<file path="src/rtl/ins_scheduler_pkg.sv">
// Shared widths and the instruction field layout for the instruction scheduler.
// GLOBAL_PARAM carries bus widths; INS_CONST carries opcode/barrier positions and FSM states.
package GLOBAL_PARAM;
    localparam int INST_W = 16;

    // Bits needed to encode n distinct values (0 .. n-1).
    function automatic int bw(input int n);
        return (n <= 2) ? 1 : $clog2(n);
    endfunction
endpackage

package INS_CONST;
    import GLOBAL_PARAM::*;

    localparam int OP_W    = 4;
    localparam int OP_MSB  = INST_W - 1;
    localparam int BAR_BIT = INST_W - 5;

    typedef enum logic [1:0] {
        S_IDLE    = 2'd0,
        S_LOAD    = 2'd1,
        S_ISSUE   = 2'd2,
        S_BARRIER = 2'd3
    } sched_state_e;
endpackage

</file>
<file path="src/rtl/ins_scheduler_if.sv">
// Host instruction stream plus per-unit issue/completion signals of the scheduler.
interface ins_scheduler_if #(
    parameter int UNIT_NUM = 3
);
    import GLOBAL_PARAM::*;

    logic                ins_valid;
    logic                ins_ready;
    logic [INST_W-1:0]   ins;
    logic [UNIT_NUM-1:0] unit_ins_valid;
    logic [UNIT_NUM-1:0] unit_ins_ready;
    logic [INST_W-1:0]   unit_ins;
    logic [UNIT_NUM-1:0] unit_done;

    modport master (
        output ins_valid, ins, unit_ins_ready, unit_done,
        input  ins_ready, unit_ins_valid, unit_ins
    );

    modport slave (
        input  ins_valid, ins, unit_ins_ready, unit_done,
        output ins_ready, unit_ins_valid, unit_ins
    );
endinterface

</file>
<file path="src/rtl/ins_fifo.sv">
// Instruction queue: power-of-two depth, pointers wrap naturally, occupancy exported.
module ins_fifo import GLOBAL_PARAM::*; #(
    parameter int DEPTH = 8,
    parameter int W     = 16
) (
    input  logic                     clk,
    input  logic                     rst,
    input  logic                     push,
    input  logic                     pop,
    input  logic [W-1:0]             din,
    output logic [W-1:0]             dout,
    output logic                     full,
    output logic                     empty,
    output logic [bw(DEPTH+1)-1:0]   count
);
    localparam int AW = bw(DEPTH);
    localparam int CW = bw(DEPTH + 1);

    logic [W-1:0]  mem_q [DEPTH];
    logic [AW-1:0] wr_ptr_q, wr_ptr_d;
    logic [AW-1:0] rd_ptr_q, rd_ptr_d;
    logic [CW-1:0] count_q, count_d;
    logic          do_push, do_pop;

    assign full    = (count_q == CW'(DEPTH));
    assign empty   = (count_q == '0);
    assign do_push = push && !full;
    assign do_pop  = pop && !empty;
    assign dout    = mem_q[rd_ptr_q];
    assign count   = count_q;

    always_comb begin
        wr_ptr_d = wr_ptr_q;
        rd_ptr_d = rd_ptr_q;
        count_d  = count_q;
        if (do_push) wr_ptr_d = wr_ptr_q + 1'b1;
        if (do_pop)  rd_ptr_d = rd_ptr_q + 1'b1;
        case ({do_push, do_pop})
            2'b10:   count_d = count_q + 1'b1;
            2'b01:   count_d = count_q - 1'b1;
            default: count_d = count_q;
        endcase
    end

    always_ff @(posedge clk) begin
        if (!rst) begin
            wr_ptr_q <= '0;
            rd_ptr_q <= '0;
            count_q  <= '0;
        end else begin
            wr_ptr_q <= wr_ptr_d;
            rd_ptr_q <= rd_ptr_d;
            count_q  <= count_d;
        end
    end

    // Storage carries no reset; only pointers define validity.
    always_ff @(posedge clk) begin
        if (rst && do_push) mem_q[wr_ptr_q] <= din;
    end
endmodule

</file>
<file path="src/rtl/ins_scheduler.sv">
// Instruction scheduler: queues host instructions and issues each to its target unit,
// honouring per-unit outstanding limits and barrier instructions.
//
//   state     | meaning
//   S_IDLE    | queue empty, nothing held
//   S_LOAD    | pop queue head into issue register (illegal opcodes dropped here)
//   S_ISSUE   | drive unit_ins_valid for held instruction until handshake
//   S_BARRIER | held barrier instruction waits for all units to drain
module ins_scheduler import GLOBAL_PARAM::*; import INS_CONST::*; #(
    parameter int UNIT_NUM   = 3,
    parameter int FIFO_DEPTH = 8,
    parameter int OUTST_MAX  = 4
) (
    input  logic                          clk,
    input  logic                          rst,
    ins_scheduler_if.slave                bus,
    output logic                          idle,
    output logic [bw(FIFO_DEPTH+1)-1:0]   fifo_count,
    output logic [1:0]                    err
);
    localparam int CW = bw(FIFO_DEPTH + 1);
    localparam int OW = bw(OUTST_MAX + 1);

    sched_state_e        state_q, state_d;
    logic [INST_W-1:0]   issue_q, issue_d;
    logic [OW-1:0]       outst_q [UNIT_NUM];
    logic [OW-1:0]       outst_d [UNIT_NUM];
    logic [1:0]          err_q, err_d;

    logic                ins_ready_w;
    logic                push, pop;
    logic                fifo_full, fifo_empty;
    logic [INST_W-1:0]   fifo_dout;
    logic [CW-1:0]       fifo_cnt;

    logic [OP_W-1:0]     head_op, issue_op;
    logic                head_bar, head_legal;
    logic [UNIT_NUM-1:0] unit_valid, hs_vec;
    logic                hs, illegal, underflow;
    logic                all_zero_q, all_zero_d;

    assign ins_ready_w = rst && !fifo_full;
    assign push        = bus.ins_valid && ins_ready_w;

    ins_fifo #(
        .DEPTH (FIFO_DEPTH),
        .W     (INST_W)
    ) u_fifo (
        .clk   (clk),
        .rst   (rst),
        .push  (push),
        .pop   (pop),
        .din   (bus.ins),
        .dout  (fifo_dout),
        .full  (fifo_full),
        .empty (fifo_empty),
        .count (fifo_cnt)
    );

    assign head_op    = fifo_dout[OP_MSB -: OP_W];
    assign head_bar   = fifo_dout[BAR_BIT];
    assign head_legal = (int'(head_op) < UNIT_NUM);
    assign issue_op   = issue_q[OP_MSB -: OP_W];

    // Valid only ever targets the held opcode, so at most one bit can be set.
    always_comb begin
        unit_valid = '0;
        for (int u = 0; u < UNIT_NUM; u++) begin
            if (rst && state_q == S_ISSUE && int'(issue_op) == u &&
                int'(outst_q[u]) < OUTST_MAX)
                unit_valid[u] = 1'b1;
        end
    end

    assign hs_vec = unit_valid & bus.unit_ins_ready;
    assign hs     = |hs_vec;

    always_comb begin
        outst_d    = outst_q;
        underflow  = 1'b0;
        all_zero_d = 1'b1;
        all_zero_q = 1'b1;
        for (int u = 0; u < UNIT_NUM; u++) begin
            if (hs_vec[u] && !bus.unit_done[u]) begin
                outst_d[u] = outst_q[u] + 1'b1;
            end else if (!hs_vec[u] && bus.unit_done[u]) begin
                if (outst_q[u] == '0) underflow  = 1'b1;
                else                  outst_d[u] = outst_q[u] - 1'b1;
            end
            if (outst_d[u] != '0) all_zero_d = 1'b0;
            if (outst_q[u] != '0) all_zero_q = 1'b0;
        end
    end

    always_comb begin
        state_d = state_q;
        issue_d = issue_q;
        pop     = 1'b0;
        illegal = 1'b0;
        case (state_q)
            S_IDLE: begin
                if (!fifo_empty || push) state_d = S_LOAD;
            end
            S_LOAD: begin
                if (fifo_empty) begin
                    state_d = S_IDLE;
                end else begin
                    pop = 1'b1;
                    if (!head_legal) begin
                        illegal = 1'b1;
                        state_d = S_IDLE;
                    end else begin
                        issue_d = fifo_dout;
                        state_d = head_bar ? S_BARRIER : S_ISSUE;
                    end
                end
            end
            // Looking at next-cycle counts lets issue start right after the last done.
            S_BARRIER: begin
                if (all_zero_d) state_d = S_ISSUE;
            end
            S_ISSUE: begin
                if (hs) state_d = fifo_empty ? S_IDLE : S_LOAD;
            end
            default: state_d = S_IDLE;
        endcase
    end

    assign err_d = err_q | {underflow, illegal};

    always_ff @(posedge clk) begin
        if (!rst) begin
            state_q <= S_IDLE;
            issue_q <= '0;
            outst_q <= '{default: '0};
            err_q   <= '0;
        end else begin
            state_q <= state_d;
            issue_q <= issue_d;
            outst_q <= outst_d;
            err_q   <= err_d;
        end
    end

    assign bus.ins_ready      = ins_ready_w;
    assign bus.unit_ins_valid = unit_valid;
    assign bus.unit_ins       = rst ? issue_q : '0;
    assign idle               = !rst || (state_q == S_IDLE && fifo_empty && all_zero_q);
    assign fifo_count         = fifo_cnt;
    assign err                = err_q;
endmodule

</file>
<file path="src/flat_wrapper.sv">
// flat-port wrapper written by rule: the top's interface ports become plain ports
module ins_scheduler_flat import GLOBAL_PARAM::*; import INS_CONST::*;
#(
    parameter int UNIT_NUM   = 3,
    parameter int FIFO_DEPTH = 8,
    parameter int OUTST_MAX  = 4
)
  (clk, rst, idle, fifo_count, err, bus_ins_valid, bus_ins, bus_unit_ins_ready, bus_unit_done, bus_ins_ready, bus_unit_ins_valid, bus_unit_ins);
  ins_scheduler_if #(.UNIT_NUM(UNIT_NUM)) bus_i ();
  input  logic clk;
  input  logic rst;
  output logic idle;
  output logic [bw(FIFO_DEPTH+1)-1:0] fifo_count;
  output logic [1:0] err;
  input wire logic [$bits(bus_i.ins_valid)-1:0] bus_ins_valid;
  input wire logic [$bits(bus_i.ins)-1:0] bus_ins;
  input wire logic [$bits(bus_i.unit_ins_ready)-1:0] bus_unit_ins_ready;
  input wire logic [$bits(bus_i.unit_done)-1:0] bus_unit_done;
  output wire logic [$bits(bus_i.ins_ready)-1:0] bus_ins_ready;
  output wire logic [$bits(bus_i.unit_ins_valid)-1:0] bus_unit_ins_valid;
  output wire logic [$bits(bus_i.unit_ins)-1:0] bus_unit_ins;
  assign bus_i.ins_valid = bus_ins_valid;
  assign bus_i.ins = bus_ins;
  assign bus_i.unit_ins_ready = bus_unit_ins_ready;
  assign bus_i.unit_done = bus_unit_done;
  assign bus_ins_ready = bus_i.ins_ready;
  assign bus_unit_ins_valid = bus_i.unit_ins_valid;
  assign bus_unit_ins = bus_i.unit_ins;
  ins_scheduler #(.UNIT_NUM(UNIT_NUM), .FIFO_DEPTH(FIFO_DEPTH), .OUTST_MAX(OUTST_MAX)) u_core (.clk(clk), .rst(rst), .bus(bus_i), .idle(idle), .fifo_count(fifo_count), .err(err));
endmodule
</file>
<file path="config.mk">
export PLATFORM = sky130hd
export DESIGN_NAME = ins_scheduler_flat
export DESIGN_NICKNAME = d
export VERILOG_FILES = /design/src/rtl/ins_scheduler_pkg.sv /design/src/rtl/ins_scheduler_if.sv /design/src/rtl/ins_fifo.sv /design/src/rtl/ins_scheduler.sv /design/src/flat_wrapper.sv
export SDC_FILE = /design/constraint.sdc
export NUM_CORES = 1
export LEC_CHECK = 0
export CAP_MARGIN = 5
export CORE_UTILIZATION = 53
export DETAILED_ROUTE_END_ITERATION = 10
export GPL_TIMING_DRIVEN = 0
export PLACE_DENSITY = 0.76
export SLEW_MARGIN = 20
export SYNTH_ARGS = -nofsm -noshare
export SYNTH_HDL_FRONTEND = slang
export SYNTH_SLANG_ARGS = --single-unit
</file>
<file path="constraint.sdc">
create_clock -name clk -period 3.15 [get_ports clk]
set_clock_uncertainty 0.1 [all_clocks]
set_input_delay 0.315 -clock clk [delete_from_list [all_inputs] [get_ports clk]]
set_output_delay 0.315 -clock clk [all_outputs]
set_load 0.02 [all_outputs]
</file>
==> flow_summary_export.csv <==
group,metric,value,unit
yosys,syn_area,7222,µm²
route,vias_per_cell,5.718,
setup_path,crit_chain,"nor4_2 > nand2_1 > o41ai_1 > clkdlybuf4s50_1",
yosys,synth-compound-area-share,0.04279,
setup_path,critical_path_peak_fanout,5,
sta,finalMaxSlewViolations,0,
yosys,syn-instance-count,507,
final_layout,final_nets,626,
clock_network,hold_buffers,0,
clock_network,cts_sinks,170,
power_and_ir_drop,switching_share,0.2485,
setup_path,critPathArrivalTime,2510,ps
power_and_ir_drop,internal-power,0.004012,W
yosys,ys_seq_area_frac,0.6486,
clock_network,cts_root_buf,"clkbuf_16",
sta,min_period,2923,ps
sta,tightest_slew,763.8,ps
clock_network,clk_pin_slew,60,ps
clock_network,h-tree-depth,4,
outcome,status,"finished clean",
sta,slew_headroom,0.4870,
sta,setup_ws,227.4,ps
power_and_ir_drop,combPwrFrac,0.161,
yosys,yosysTopAreaCell,"edfxtp_1",
clock_network,tritoncts,"built",
placed_design,globalplace.congestion,0.8631,
sta,rsz0062_at_grt,"no",
route,drt-wirelength-per-cell,19.08,µm
placed_design,preCtsSetupSlack,-529.1,ps
global_route,grt_start_max_net_pins,17,
power_and_ir_drop,clkPwrFrac,0.360,
clock_network,cts_made_buffers,17,
yosys,synth-simple-area-share,0.1315,
global_route,grt_pass1_vias,4468,
yosys,synth-seq-cells,170,
setup_path,crit_path_start_kind,"flip-flop",
setup_path,worstSetupEndpointType,"primary output",
power_and_ir_drop,ir_drop,508.2,µV
yosys,synth-xor-area-share,0.01213,
route,num_vias,4414,
min_path,hp-class,"primary input to flip-flop",
yosys,synthTopCellsByArea,"edfxtp_1 53%, dfxtp_1 12%, mux4_2 8.7%",
final_layout,drive_gt1_frac,0.1477,
yosys,synth_edf_count,128,
route,antenna_left,0,
final_layout,stdcell_area,8653,µm²
route,drt-total-wl,14730,µm
sta,fin_crit_sh,0.9278,
yosys,ys_async_sr_fraction,0,
route,drcViolationCount,0,
final_layout,fin_util,0.6534,
global_route,grt_usage,0.2273,
yosys,synth_fa_ha_area_frac,0.02703,
clock_network,clock_path_buffers,2,
power_and_ir_drop,p_leak,3.094,nW
setup_path,slowest_stage,"clkdlybuf4s50_1",
setup_path,crit_buf_inv,1,
flow_run,drv_cap,0,
route,drt-pass1-iter-count,5,
sta,final-setup-viol-count,0,
placed_design,dpl.cell_count,744,
global_route,grt-ovfl-total,0,
die,die_y,118.7,µm
power_and_ir_drop,p_per_area,617.0,nW/µm²
power_and_ir_drop,p_seq_frac,0.479,
die,start_util,0.5454,
sta,fmax,342.2,MHz
setup_path,path_class,"flip-flop to primary output",
global_route,grt_pass1_wl,23510,µm
yosys,synth.mux.area_fraction,0.1150,
sta,timing_hold_violations_final,0,
route,drtIter0Drc,292,
yosys,yosys.area.top_type_share,0.5322,
placed_design,portBuffers,50,
sta,setup_tns,0,ps
die,core,13240,µm²
power_and_ir_drop,p_switching,0.001327,W
die,io_pins,52,
setup_path,cp_top_family,"simple AND/OR/NAND/NOR gates",
die,rows,42,
setup_path,required,2730,ps
yosys,synthDistinctLibCells,57,
yosys,ys_warn_count,0,
placed_design,place_area,8108,µm²
die,dieArea,14100,µm²
final_layout,final_cell_count_no_fill,772,
yosys,ys.flop_type,"edfxtp_1",
yosys,syn_area_per_cell,14.24,µm²
global_route,antenna_found_initial,0,
yosys,synth_top_family_by_area,"simple AND/OR/NAND/NOR gates",
setup_path,cpPeakStageDelay,670,ps
final_layout,diodes,0,
final_layout,areaGrowthSynthToFinish,19.82,%
die,die_width,118.7,µm
clock_network,clk_latency,420,ps
placed_design,dpl.hpwl,10340,µm
yosys,synth_nets,547,
-- worst reg2reg max path, delay by kind of cell, from the launching register on --
family	cells	cell delay (ps)
flip-flops	1	360
adder cells (fa/ha/maj)	2	570
AND/OR/NAND/NOR	3	1130
AO/OA/AOI/OAI	3	520
XOR/XNOR	1	100
-- final timing paths --
kind | from | depth (start not counted) | slack, ps | to
max reg2reg | u_core.u_fifo.count[3] | 9 | 310 | u_core.u_fifo.count[3]
max | u_core.u_fifo.count[3] | 4 | 230 | idle
min reg2reg | u_core.issue_q[9] | 2 | 380 | u_core.issue_q[9]
min | bus_unit_done[0] | 3 | 240 | u_core.err[1]
-- through the flow --
stage | hold WS [ps] | power [W]
global route | 253.6 | 0.005533
finish | 242.4 | 0.005339
floorplan | 313.9 | 0.003184
global placement | 342.3 | 0.003409
CTS | 220.6 | 0.005363
detailed placement | 376.5 | 0.003447
-- cells by family after synthesis --
kind of cell / Yosys count
adder cells (fa/ha/maj): 15
flip-flops: 170
buffers and inverters: 39
AO/OA/AOI/OAI: 43
multiplexers: 48
AND/OR/NAND/NOR: 182
XOR/XNOR: 10
-- synth_stat cells, types with 2 or more instances --
| cell | count |
|---|---|
| a211oi_1 | 4 |
| o21ai_0 | 2 |
| inv_1 | 16 |
| a21oi_1 | 10 |
| dfxtp_1 | 42 |
| nor2b_1 | 4 |
| nor2_1 | 39 |
| o31ai_1 | 3 |
| ha_1 | 14 |
| nor3_1 | 13 |
| clkbuf_1 | 15 |
| edfxtp_1 | 128 |
| and3_1 | 4 |
| a41oi_1 | 2 |
| a21boi_0 | 2 |
| o22ai_1 | 2 |
| mux4_2 | 28 |
| nand3_1 | 8 |
| o311ai_0 | 2 |
| a31oi_1 | 5 |
| and2_1 | 23 |
| nand2b_1 | 9 |
| xor2_1 | 4 |
| o221ai_1 | 2 |
| nor4b_1 | 3 |
| nand2_1 | 56 |
| buf_2 | 6 |
| or3_1 | 3 |
| mux2i_1 | 20 |
| nor4_1 | 5 |
| and3b_1 | 2 |
| xnor2_1 | 6 |
-- cell type report --
| type | count | area (µm²) |
|---|---|---|
| inverters | 16 | 60.06 |
| clock inverters | 11 | 107.6 |
| clock buffers | 18 | 429.2 |
| fillers | 969 | 4589 |
| plain buffers | 22 | 101.3 |
| multi-input cells | 298 | 2434 |
| flip-flops and latches | 170 | 4684 |
| repair buffers | 61 | 616.8 |
| well taps | 176 | 220.2 |
-- power groups by stage --
stage                     logic [W]  registers [W]  clock network [W]
after floorplan            0.000585        0.00260                  0
after global placement     0.000814        0.00259                  0
after detailed placement   0.000846        0.00260                  0
after CTS                  0.000854        0.00256            0.00195
after global routing       0.000935        0.00257            0.00203
final                      0.000857        0.00256            0.00192
-- what timing repair did --
action | 4_1_cts | 5_1_grt
setup buffers | 0 | 0
gates resized for setup | 1 | 3
pin swaps | 0 | 0
setup endpoints to repair | 2 | 1
-- state kept, by name, indices dropped and copies added (netlist names), named ones only --
| signal | count |
|---|---|
| u_core.state_q | 2 |
| u_core.issue_q | 16 |
| u_core.u_fifo.mem_q | 128 |
| u_core.err | 2 |
| u_core.u_fifo.wr_ptr_q | 3 |
| u_core.u_fifo.rd_ptr_q | 3 |
| u_core.outst_q | 9 |
| u_core.u_fifo.count | 4 |
-- per-layer routing --
layer,GRT usage,vias to the layer above,routed length (µm)
met5,0,-,0
met4,0.1171,0,435
met3,0.05212,34,732
met2,0.3692,139,7279
met1,0.2858,2178,6280
li1,-,2063,-
-- cells in the final DEF, fill, tap and decap left out, types with 8 or more instances in the layout --
cell type,synthesis,routed
edfxtp_1,128,128
nand2_1,56,56
clkdlybuf4s50_1,0,50
dfxtp_1,42,42
nor2_1,39,36
mux4_2,28,28
and2_1,23,22
mux2i_1,20,20
clkbuf_16,0,17
inv_1,16,16
clkbuf_1,15,15
ha_1,14,14
nor3_1,13,9
nand2b_1,9,9
a21oi_1,10,9
nand3_1,8,8
Note: power is estimated with default switching activity, not from simulation.
